[config.mk]
export PLATFORM = sky130hd
export DESIGN_NAME = frame_dump_tx_flat
export DESIGN_NICKNAME = d
export VERILOG_FILES = /design/src/rtl/frame_dump_tx_if.sv /design/src/rtl/frame_dump_tx.sv /design/src/flat_wrapper.sv
export SDC_FILE = /design/constraint.sdc
export NUM_CORES = 1
export LEC_CHECK = 0
export CAP_MARGIN = 20
export CORE_MARGIN = 3
export CORE_UTILIZATION = 30
export CTS_CLUSTER_DIAMETER = 150
export DETAILED_ROUTE_END_ITERATION = 8
export GPL_TIMING_DRIVEN = 0
export PLACE_DENSITY = 0.6
export SLEW_MARGIN = 20
export SYNTH_ARGS = -nofsm -noshare
export SYNTH_HDL_FRONTEND = slang
export SYNTH_SLANG_ARGS = --single-unit
export TNS_END_PERCENT = 10
[constraint.sdc]
create_clock -name sys_clk_i -period 3.4 [get_ports sys_clk_i]
set_input_delay 0.34 -clock sys_clk_i [delete_from_list [all_inputs] [get_ports sys_clk_i]]
set_output_delay 0.34 -clock sys_clk_i [all_outputs]
set_load 0.01 [all_outputs]
[src/rtl/frame_dump_tx_if.sv]
// Buffer read port and UART transmit handshake used by frame_dump_tx.
// The master side is the frame streamer; the slave side is the buffer plus UART.
interface frame_dump_tx_if #(
    parameter int unsigned X_W = 6,
    parameter int unsigned Y_W = 5
);
    logic [X_W-1:0] read_x;
    logic [Y_W-1:0] read_y;
    logic [31:0]    read_q;
    logic           uart_busy;
    logic           uart_wr;
    logic [7:0]     uart_dat;

    modport master (
        output read_x,
        output read_y,
        input  read_q,
        input  uart_busy,
        output uart_wr,
        output uart_dat
    );

    modport slave (
        input  read_x,
        input  read_y,
        output read_q,
        output uart_busy,
        input  uart_wr,
        input  uart_dat
    );
endinterface

[src/rtl/frame_dump_tx.sv]
// Streams one buffered frame over the debug UART: 2 sync bytes, COLS*ROWS words
// MSB byte first, then an 8-bit sum of the payload bytes.
module frame_dump_tx #(
    parameter int unsigned COLS         = 40,
    parameter int unsigned ROWS         = 30,
    parameter int unsigned X_W          = 6,
    parameter int unsigned Y_W          = 5,
    parameter int unsigned HOLDOFF_W    = 13,
    parameter logic [7:0]  SYNC0        = 8'hA5,
    parameter logic [7:0]  SYNC1        = 8'h5A,
    parameter bit          AUTO_RESTART = 1'b1
) (
    input  logic                   sys_clk_i,
    input  logic                   sys_rst_i,
    input  logic                   start_i,
    frame_dump_tx_if.master        bus_io,
    output logic                   busy_o,
    output logic                   frame_done_o
);

    localparam logic [X_W-1:0] XLast = X_W'(COLS - 1);
    localparam logic [Y_W-1:0] YLast = Y_W'(ROWS - 1);

    typedef enum logic [2:0] {
        StIdle, StHdr0, StHdr1, StFetch, StLatch, StSend, StCsum, StDone
    } state_e;

    state_e               state_q, state_d;
    logic [X_W-1:0]       x_q, x_d;
    logic [Y_W-1:0]       y_q, y_d;
    logic [1:0]           byte_idx_q, byte_idx_d;
    logic [31:0]          word_q, word_d;
    logic [7:0]           csum_q, csum_d;
    logic [HOLDOFF_W-1:0] holdoff_q, holdoff_d;
    logic                 wr_q, wr_d;
    logic [7:0]           dat_q, dat_d;
    logic                 done_q, done_d;
    logic                 can_send;
    logic [7:0]           payload_byte;

    // A byte may go out only after the line has been quiet for a full holdoff period.
    assign can_send = (&holdoff_q) & ~bus_io.uart_busy & ~wr_q;

    always_comb begin
        if (bus_io.uart_busy || wr_q) begin
            holdoff_d = '0;
        end else if (&holdoff_q) begin
            holdoff_d = holdoff_q;
        end else begin
            holdoff_d = holdoff_q + 1'b1;
        end
    end

    always_comb begin
        payload_byte = word_q[31:24];
        unique case (byte_idx_q)
            2'd0: payload_byte = word_q[31:24];
            2'd1: payload_byte = word_q[23:16];
            2'd2: payload_byte = word_q[15:8];
            2'd3: payload_byte = word_q[7:0];
        endcase
    end

    always_comb begin
        state_d    = state_q;
        x_d        = x_q;
        y_d        = y_q;
        byte_idx_d = byte_idx_q;
        word_d     = word_q;
        csum_d     = csum_q;
        wr_d       = 1'b0;
        dat_d      = dat_q;
        done_d     = 1'b0;

        unique case (state_q)
            StIdle: begin
                if (start_i || AUTO_RESTART) begin
                    x_d     = '0;
                    y_d     = '0;
                    csum_d  = '0;
                    state_d = StHdr0;
                end
            end
            StHdr0: begin
                if (can_send) begin
                    wr_d    = 1'b1;
                    dat_d   = SYNC0;
                    state_d = StHdr1;
                end
            end
            StHdr1: begin
                if (can_send) begin
                    wr_d    = 1'b1;
                    dat_d   = SYNC1;
                    state_d = StFetch;
                end
            end
            // The address is already on x_q/y_q; the buffer returns data next cycle.
            StFetch: state_d = StLatch;
            StLatch: begin
                word_d     = bus_io.read_q;
                byte_idx_d = 2'd0;
                state_d    = StSend;
            end
            StSend: begin
                if (can_send) begin
                    wr_d       = 1'b1;
                    dat_d      = payload_byte;
                    csum_d     = csum_q + payload_byte;
                    byte_idx_d = byte_idx_q + 2'd1;
                    if (byte_idx_q == 2'd3) begin
                        if (x_q == XLast && y_q == YLast) begin
                            state_d = StCsum;
                        end else if (x_q == XLast) begin
                            x_d     = '0;
                            y_d     = y_q + 1'b1;
                            state_d = StFetch;
                        end else begin
                            x_d     = x_q + 1'b1;
                            state_d = StFetch;
                        end
                    end
                end
            end
            StCsum: begin
                if (can_send) begin
                    wr_d    = 1'b1;
                    dat_d   = csum_q;
                    done_d  = 1'b1;
                    state_d = StDone;
                end
            end
            StDone:  state_d = StIdle;
            default: state_d = StIdle;
        endcase
    end

    always_ff @(posedge sys_clk_i) begin
        if (sys_rst_i) begin
            state_q    <= StIdle;
            x_q        <= '0;
            y_q        <= '0;
            byte_idx_q <= '0;
            word_q     <= '0;
            csum_q     <= '0;
            holdoff_q  <= '0;
            wr_q       <= 1'b0;
            dat_q      <= '0;
            done_q     <= 1'b0;
        end else begin
            state_q    <= state_d;
            x_q        <= x_d;
            y_q        <= y_d;
            byte_idx_q <= byte_idx_d;
            word_q     <= word_d;
            csum_q     <= csum_d;
            holdoff_q  <= holdoff_d;
            wr_q       <= wr_d;
            dat_q      <= dat_d;
            done_q     <= done_d;
        end
    end

    assign bus_io.read_x   = x_q;
    assign bus_io.read_y   = y_q;
    assign bus_io.uart_wr  = wr_q;
    assign bus_io.uart_dat = dat_q;
    assign busy_o          = (state_q != StIdle);
    assign frame_done_o    = done_q;

endmodule
[src/flat_wrapper.sv]
// flat-port wrapper written by rule: the top's interface ports become plain ports
module frame_dump_tx_flat 
#(
    parameter int unsigned COLS         = 40,
    parameter int unsigned ROWS         = 30,
    parameter int unsigned X_W          = 6,
    parameter int unsigned Y_W          = 5,
    parameter int unsigned HOLDOFF_W    = 13,
    parameter logic [7:0]  SYNC0        = 8'hA5,
    parameter logic [7:0]  SYNC1        = 8'h5A,
    parameter bit          AUTO_RESTART = 1'b1
)
  (sys_clk_i, sys_rst_i, start_i, busy_o, frame_done_o, bus_io_read_x, bus_io_read_y, bus_io_read_q, bus_io_uart_busy, bus_io_uart_wr, bus_io_uart_dat);
  frame_dump_tx_if #(.X_W(X_W), .Y_W(Y_W)) bus_io_i ();
  input  logic sys_clk_i;
  input  logic sys_rst_i;
  input  logic start_i;
  output logic busy_o;
  output logic frame_done_o;
  output wire logic [$bits(bus_io_i.read_x)-1:0] bus_io_read_x;
  output wire logic [$bits(bus_io_i.read_y)-1:0] bus_io_read_y;
  input wire logic [$bits(bus_io_i.read_q)-1:0] bus_io_read_q;
  input wire logic [$bits(bus_io_i.uart_busy)-1:0] bus_io_uart_busy;
  output wire logic [$bits(bus_io_i.uart_wr)-1:0] bus_io_uart_wr;
  output wire logic [$bits(bus_io_i.uart_dat)-1:0] bus_io_uart_dat;
  assign bus_io_read_x = bus_io_i.read_x;
  assign bus_io_read_y = bus_io_i.read_y;
  assign bus_io_i.read_q = bus_io_read_q;
  assign bus_io_i.uart_busy = bus_io_uart_busy;
  assign bus_io_uart_wr = bus_io_i.uart_wr;
  assign bus_io_uart_dat = bus_io_i.uart_dat;
  frame_dump_tx #(.COLS(COLS), .ROWS(ROWS), .X_W(X_W), .Y_W(Y_W), .HOLDOFF_W(HOLDOFF_W), .SYNC0(SYNC0), .SYNC1(SYNC1), .AUTO_RESTART(AUTO_RESTART)) u_core (.sys_clk_i(sys_clk_i), .sys_rst_i(sys_rst_i), .start_i(start_i), .bus_io(bus_io_i), .busy_o(busy_o), .frame_done_o(frame_done_o));
endmodule
Word level (Yosys, flattened, before mapping). Index checks and enable logic that the tools add are counted.

Flip-flop bits (word level): 79. Input bits: 36. Output and inout bits: 22.

Add/subtract/negate cells: 5. Equal/unequal tests: 19. Multiplexer cells: 28. Bitwise gates (word level): 6. Reduce and logical (&&, ||, !) cells: 19.

Operators by type and width (number): $pmux W8 S4 (2); $mux W8 (5); $mux W6 (4); $pmux W3 S8 (1); $mux W5 (4); $mux W3 (6); $pmux W8 S2 (1); $reduce_and A5 Y1 (3); $add A13 B1 Y13 const B (1); $reduce_and A13 Y1 (1); $eq A3 B3 Y1 const B (4); $ne A2 B1 Y1 const B (6); $pmux W6 S2 (1); $pmux W5 S2 (1); $add A8 B8 Y8 (1); $add A6 B1 Y6 const B (1); $eq A3 B2 Y1 const B (2); $eq A6 B6 Y1 const B (1); $reduce_or A2 Y1 (3); $add A5 B1 Y5 const B (1); $eq A5 B5 Y1 const B (1); $eq A2 B2 Y1 const B (2); $not A1 Y1 (4); $pmux W2 S2 (1); 17 further kinds (20).

Depth between registers and ports, before layout.
Depth after elaboration: 6. Mapped depth: 14. Depth with buffers taken out: 13.

Least setup slack after synthesis. Ideal clock, no wire load.

Path kind: register -> register. Start: register u_core.byte_idx_q[0]. End: register u_core.csum_q[7]. Setup time: 120 ps. Arrival: 2478 ps. Slack: 801 ps. Stages on the path, launching flop included: 13. Path buffers: 1. Clock period less this slack: 2599 ps. Path through: dfxtp_1 inv_1 ha_1 clkbuf_1 a222oi_1 mux2i_1 ha_1 a21oi_1 o211ai_1 o41ai_1 nand3_1 nor2b_1 mux2i_1.

Word-level cells in the longest chain between the ends: 5. Elaborated cells between the ends (all ways): 8.

RTL lines: start, declared (line frame_dump_tx.sv:31) `logic [1:0] byte_idx_q, byte_idx_d;`; start signal, assigned (line frame_dump_tx.sv:154) `byte_idx_q <= byte_idx_d;`; $eq A2 B2 Y1 (tied with other cells) (line frame_dump_tx.sv:56) `unique case (byte_idx_q)`; $pmux W8 S4 * (line frame_dump_tx.sv:56); $add A8 B8 Y8 * (line frame_dump_tx.sv:109) `csum_d = csum_q + payload_byte;`; $mux W8 * (line frame_dump_tx.sv:106) `if (can_send) begin`; $pmux W8 S2 * (line frame_dump_tx.sv:75) `unique case (state_q)`; end signal, assigned (line frame_dump_tx.sv:156) `csum_q <= csum_d;`; end, declared (line frame_dump_tx.sv:33) `logic [7:0] csum_q, csum_d;`.

Every way passes the cells marked *; elsewhere a longest branch is shown, timed or not. The select of a mux whose other input is x is not followed. A chain may end at the register's enable or synchronous reset.

Final worst setup path. Ends and elaborated chain as after synthesis.

==> results.json <==
{
  "cp_slowest_cell": "a222oi_1",
  "place.port_buffers": 56,
  "relSlewSlack_pct": 59.2,
  "tns_ns": 0,
  "drv_slew": 0,
  "place_congestion": 0.801,
  "yosys_warnings": 0,
  "synth_cells": 476,
  "hpwl_mm": 7.42,
  "yosysUniqueCellTypes": 48,
  "area_growth_pct": 28.8,
  "numCtsBuffers": 9,
  "postCtsHoldBufs": 0,
  "cp_cell_sequence": "inv_1 -> ha_1 -> clkbuf_1 -> a222oi_1 -> mux2i_1 -> ha_1 -> a21oi_1 -> o211ai_1 -> o41ai_2 -> nor3_1 -> nor2b_1 -> mux2i_1",
  "clockBufferDepth": 2,
  "io_pins": 58,
  "period_minus_slack_ns": 3.09,
  "ir_drop_uv": 300,
  "clk_latency_ns": 0.34,
  "whs_ns": 0.454,
  "grt_pass1_wl_mm": 16.0,
  "cp_data_arrival_time_ns": 3.36,
  "max_stage_delay_ns": 0.49,
  "syn_nets": 532,
  "die_h_um": 119,
  "worst_slew_pin_slew_ns": 0.609,
  "post_drt_wl_per_cell_um": 13.8,
  "drive_gt1_share_pct": 4.57,
  "wl_met3_um": 370,
  "dieArea_sq_mm": 0.0143,
  "async_flop_share_pct": 0,
  "first_global_vias": 3349,
  "worst_hold_path_type": "reg2reg",
  "place_ws_ns": 0.174,
  "core_sq_mm": 0.0123,
  "reg2reg_depth": 12,
  "r2r-start": "u_core.byte_idx_q[0]",
  "fin_skew_ns": 0.00371,
  "post-route-period-util_pct": 90.9,
  "antenna_found_initial": 0,
  "power.density_mw_per_mm2": 646,
  "cts.sinks": 79,
  "avgSynthCellArea_sq_um": 8.11,
  "synthTopCellsByCount": "nand2_1 (85), dfxtp_1 (79), a21oi_1 (48)",
  "drt_drc_violations_left": 0,
  "num-fill-cells": 1308,
  "grt_overflow": 0,
  "viasPerCell": 4.94,
  "vias": 3535,
  "rows": 40,
  "grt_max_degree": 14,
  "worstPathRequired_ns": 3.66,
  "cap_violations": 0,
  "crit_path_start": "u_core.byte_idx_q[0]",
  "worst-r2r-setup-slack_ns": 0.31,
  "status": "complete, no violations",
  "final_antenna_net_count": 0,
  "start_kind": "flop",
  "whs_path_depth": 2,
  "synth_seq_cells": 79,
  "setup_slack_ns": 0.309,
  "max_freq_mhz": 323,
  "instances_no_fill": 715,
  "yosysTopAreaCell": "dfxtp_1",
  "first_pass_iters": 5,
  "dp_cells": 700,
  "synth.area.top_cells": "dfxtp_1 (41%), nand2_1 (8.3%), a21oi_1 (6.2%)",
  "holdPathEnd": "u_core.word_q[3]",
  "cts_tree": "done",
  "synth_edf_count": 0,
  "wl_met1_mm": 4.78,
  "r2r_end": "u_core.csum_q[7]",
  "path_class": "reg2reg",
  "hold_viol": 0,
  "top_layer": "met4",
  "min_from": "u_core.word_q[3]",
  "cp_max_fo": 8,
  "synth_ff_type": "dfxtp_1",
  "synth_area_sq_mm": 0.00386,
  "power_leakage_nw": 1.85,
  "cts-root-buf": "clkbuf_16",
  "wl_mm": 9.86,
  "gr-usage-all-layers_pct": 13.9,
  "nets": 599,
  "clk_pin_slew_worst_paths_ns": 0.06,
  "ys_seq_area_share_pct": 41.0,
  "die_w_um": 119,
  "synthDominantCellAreaShare_pct": 41.0,
  "rsz0062_at_grt": "no",
  "htreeDepth": 3,
  "antennaDiodeCount": 0,
  "setup_viol": 0,
  "yosys.cell_count.top_type": "nand2_1",
  "dr_wl_met2_mm": 4.55,
  "drt_iter0_drc": 226,
  "end_kind": "flop",
  "total_power_mw": 3.22,
  "start_util_pct": 31.4
}
## power by group
group          internal [mW]  total (mW)  switching [mW]
logic                  0.397        1.00           0.607
registers               1.05        1.12          0.0673
clock network          0.711        1.10           0.384
## metrics by stage
stage                     area, sq um  utilization [%]
after global routing             4970             40.4
after detailed placement         4630             37.6
after global placement           4630             37.6
after floorplan                  3860                -
after CTS                        4970             40.3
final                            4970             40.4
## timing repair
item / 4_1_cts / 5_1_grt
endpoints found under the setup margin: 0 / 1
gates resized for setup: 0 / 1
hold endpoints to repair: 0 / 0
buffers inserted: 0 / 0
## kinds of logic (layout without fill, tap and decap cells)
group | count (synthesis) | in the layout | share of synthesized area, %
flops | 79 | 79 | 41.0
xor+xnor | 14 | 14 | 3.18
simple gates | 198 | 198 | 24.3
compound gates | 104 | 104 | 16.6
fa+ha+maj | 20 | 20 | 6.68
mux | 13 | 13 | 3.40
buf+inv | 48 | 119 | 4.96
## per-layer routing
| metal | GRT usage, % | vias up |
|---|---|---|
| met4 | 4.51 | 0 |
| met3 | 3.09 | 12 |
| met2 | 22.6 | 86 |
| met5 | 0 | - |
| met1 | 18.4 | 1646 |
| li1 | - | 1791 |
## final cells by class
cell class / count / area [sq um] / area share, %
multi-input cells: 349 / 2100 / 42.1
plain buffers: 27 / 113 / 2.26
inverters: 21 / 78.8 / 1.58
flip-flops and latches: 79 / 1580 / 31.8
repair buffers: 56 / 561 / 11.3
clock inverters: 6 / 110 / 2.21
well taps: 168 / 210 / 4.23
clock buffers: 9 / 225 / 4.53
## cell usage in the layout, fill, tap and decap left out, types with 3 or more instances in the layout
master / n
nand2_1: 85
dfxtp_1: 79
clkdlybuf4s50_1: 56
a21oi_1: 48
nor2_1: 43
clkbuf_1: 25
inv_1: 21
o21ai_0: 19
ha_1: 19
nand3_1: 13
mux2i_1: 12
nor3_1: 11
clkbuf_16: 9
and3_1: 8
xor2_1: 8
nor2b_1: 6
o211ai_1: 6
nand4_1: 6
xnor2_1: 6
a222oi_1: 5
and2_1: 5
a221oi_1: 5
a211oi_1: 5
a22oi_1: 4
or3_1: 4
nor3b_1: 3
or4_1: 3
bufinv_16: 3
## state kept, by name, summed over array words and instances (netlist names)
| register | cells |
|---|---|
| u_core.word_q | 32 |
| u_core.state_q | 3 |
| u_core.byte_idx_q | 2 |
| u_core.bus_io.uart_wr | 1 |
| u_core.bus_io.read_y | 5 |
| u_core.frame_done_o | 1 |
| u_core.bus_io.uart_dat | 8 |
| u_core.bus_io.read_x | 6 |
| u_core.csum_q | 8 |
| u_core.holdoff_q | 13 |
## critical path, delay by kind of cell, from the launching register on
kind	cells	cell delay, ns
flops	1	0.39
buf+inv	2	0.30
compound gates	4	1.17
mux	2	0.42
fa+ha+maj	2	0.51
simple gates	2	0.24
## worst max-delay path by stage
| stage | endpoint | slack, ns | cells past startpoint |
|---|---|---|---|
| after global routing | u_core.csum_q[7] | 0.14 | 12 |
| after detailed placement | u_core.csum_q[7] | 0.17 | 12 |
| after global placement | u_core.csum_q[7] | 0.30 | 12 |
| after floorplan | u_core.csum_q[7] | 0.80 | 12 |
| final | u_core.csum_q[7] | 0.31 | 12 |
| after CTS | u_core.csum_q[7] | 0.15 | 12 |
Power figures use the tool's default switching activity.
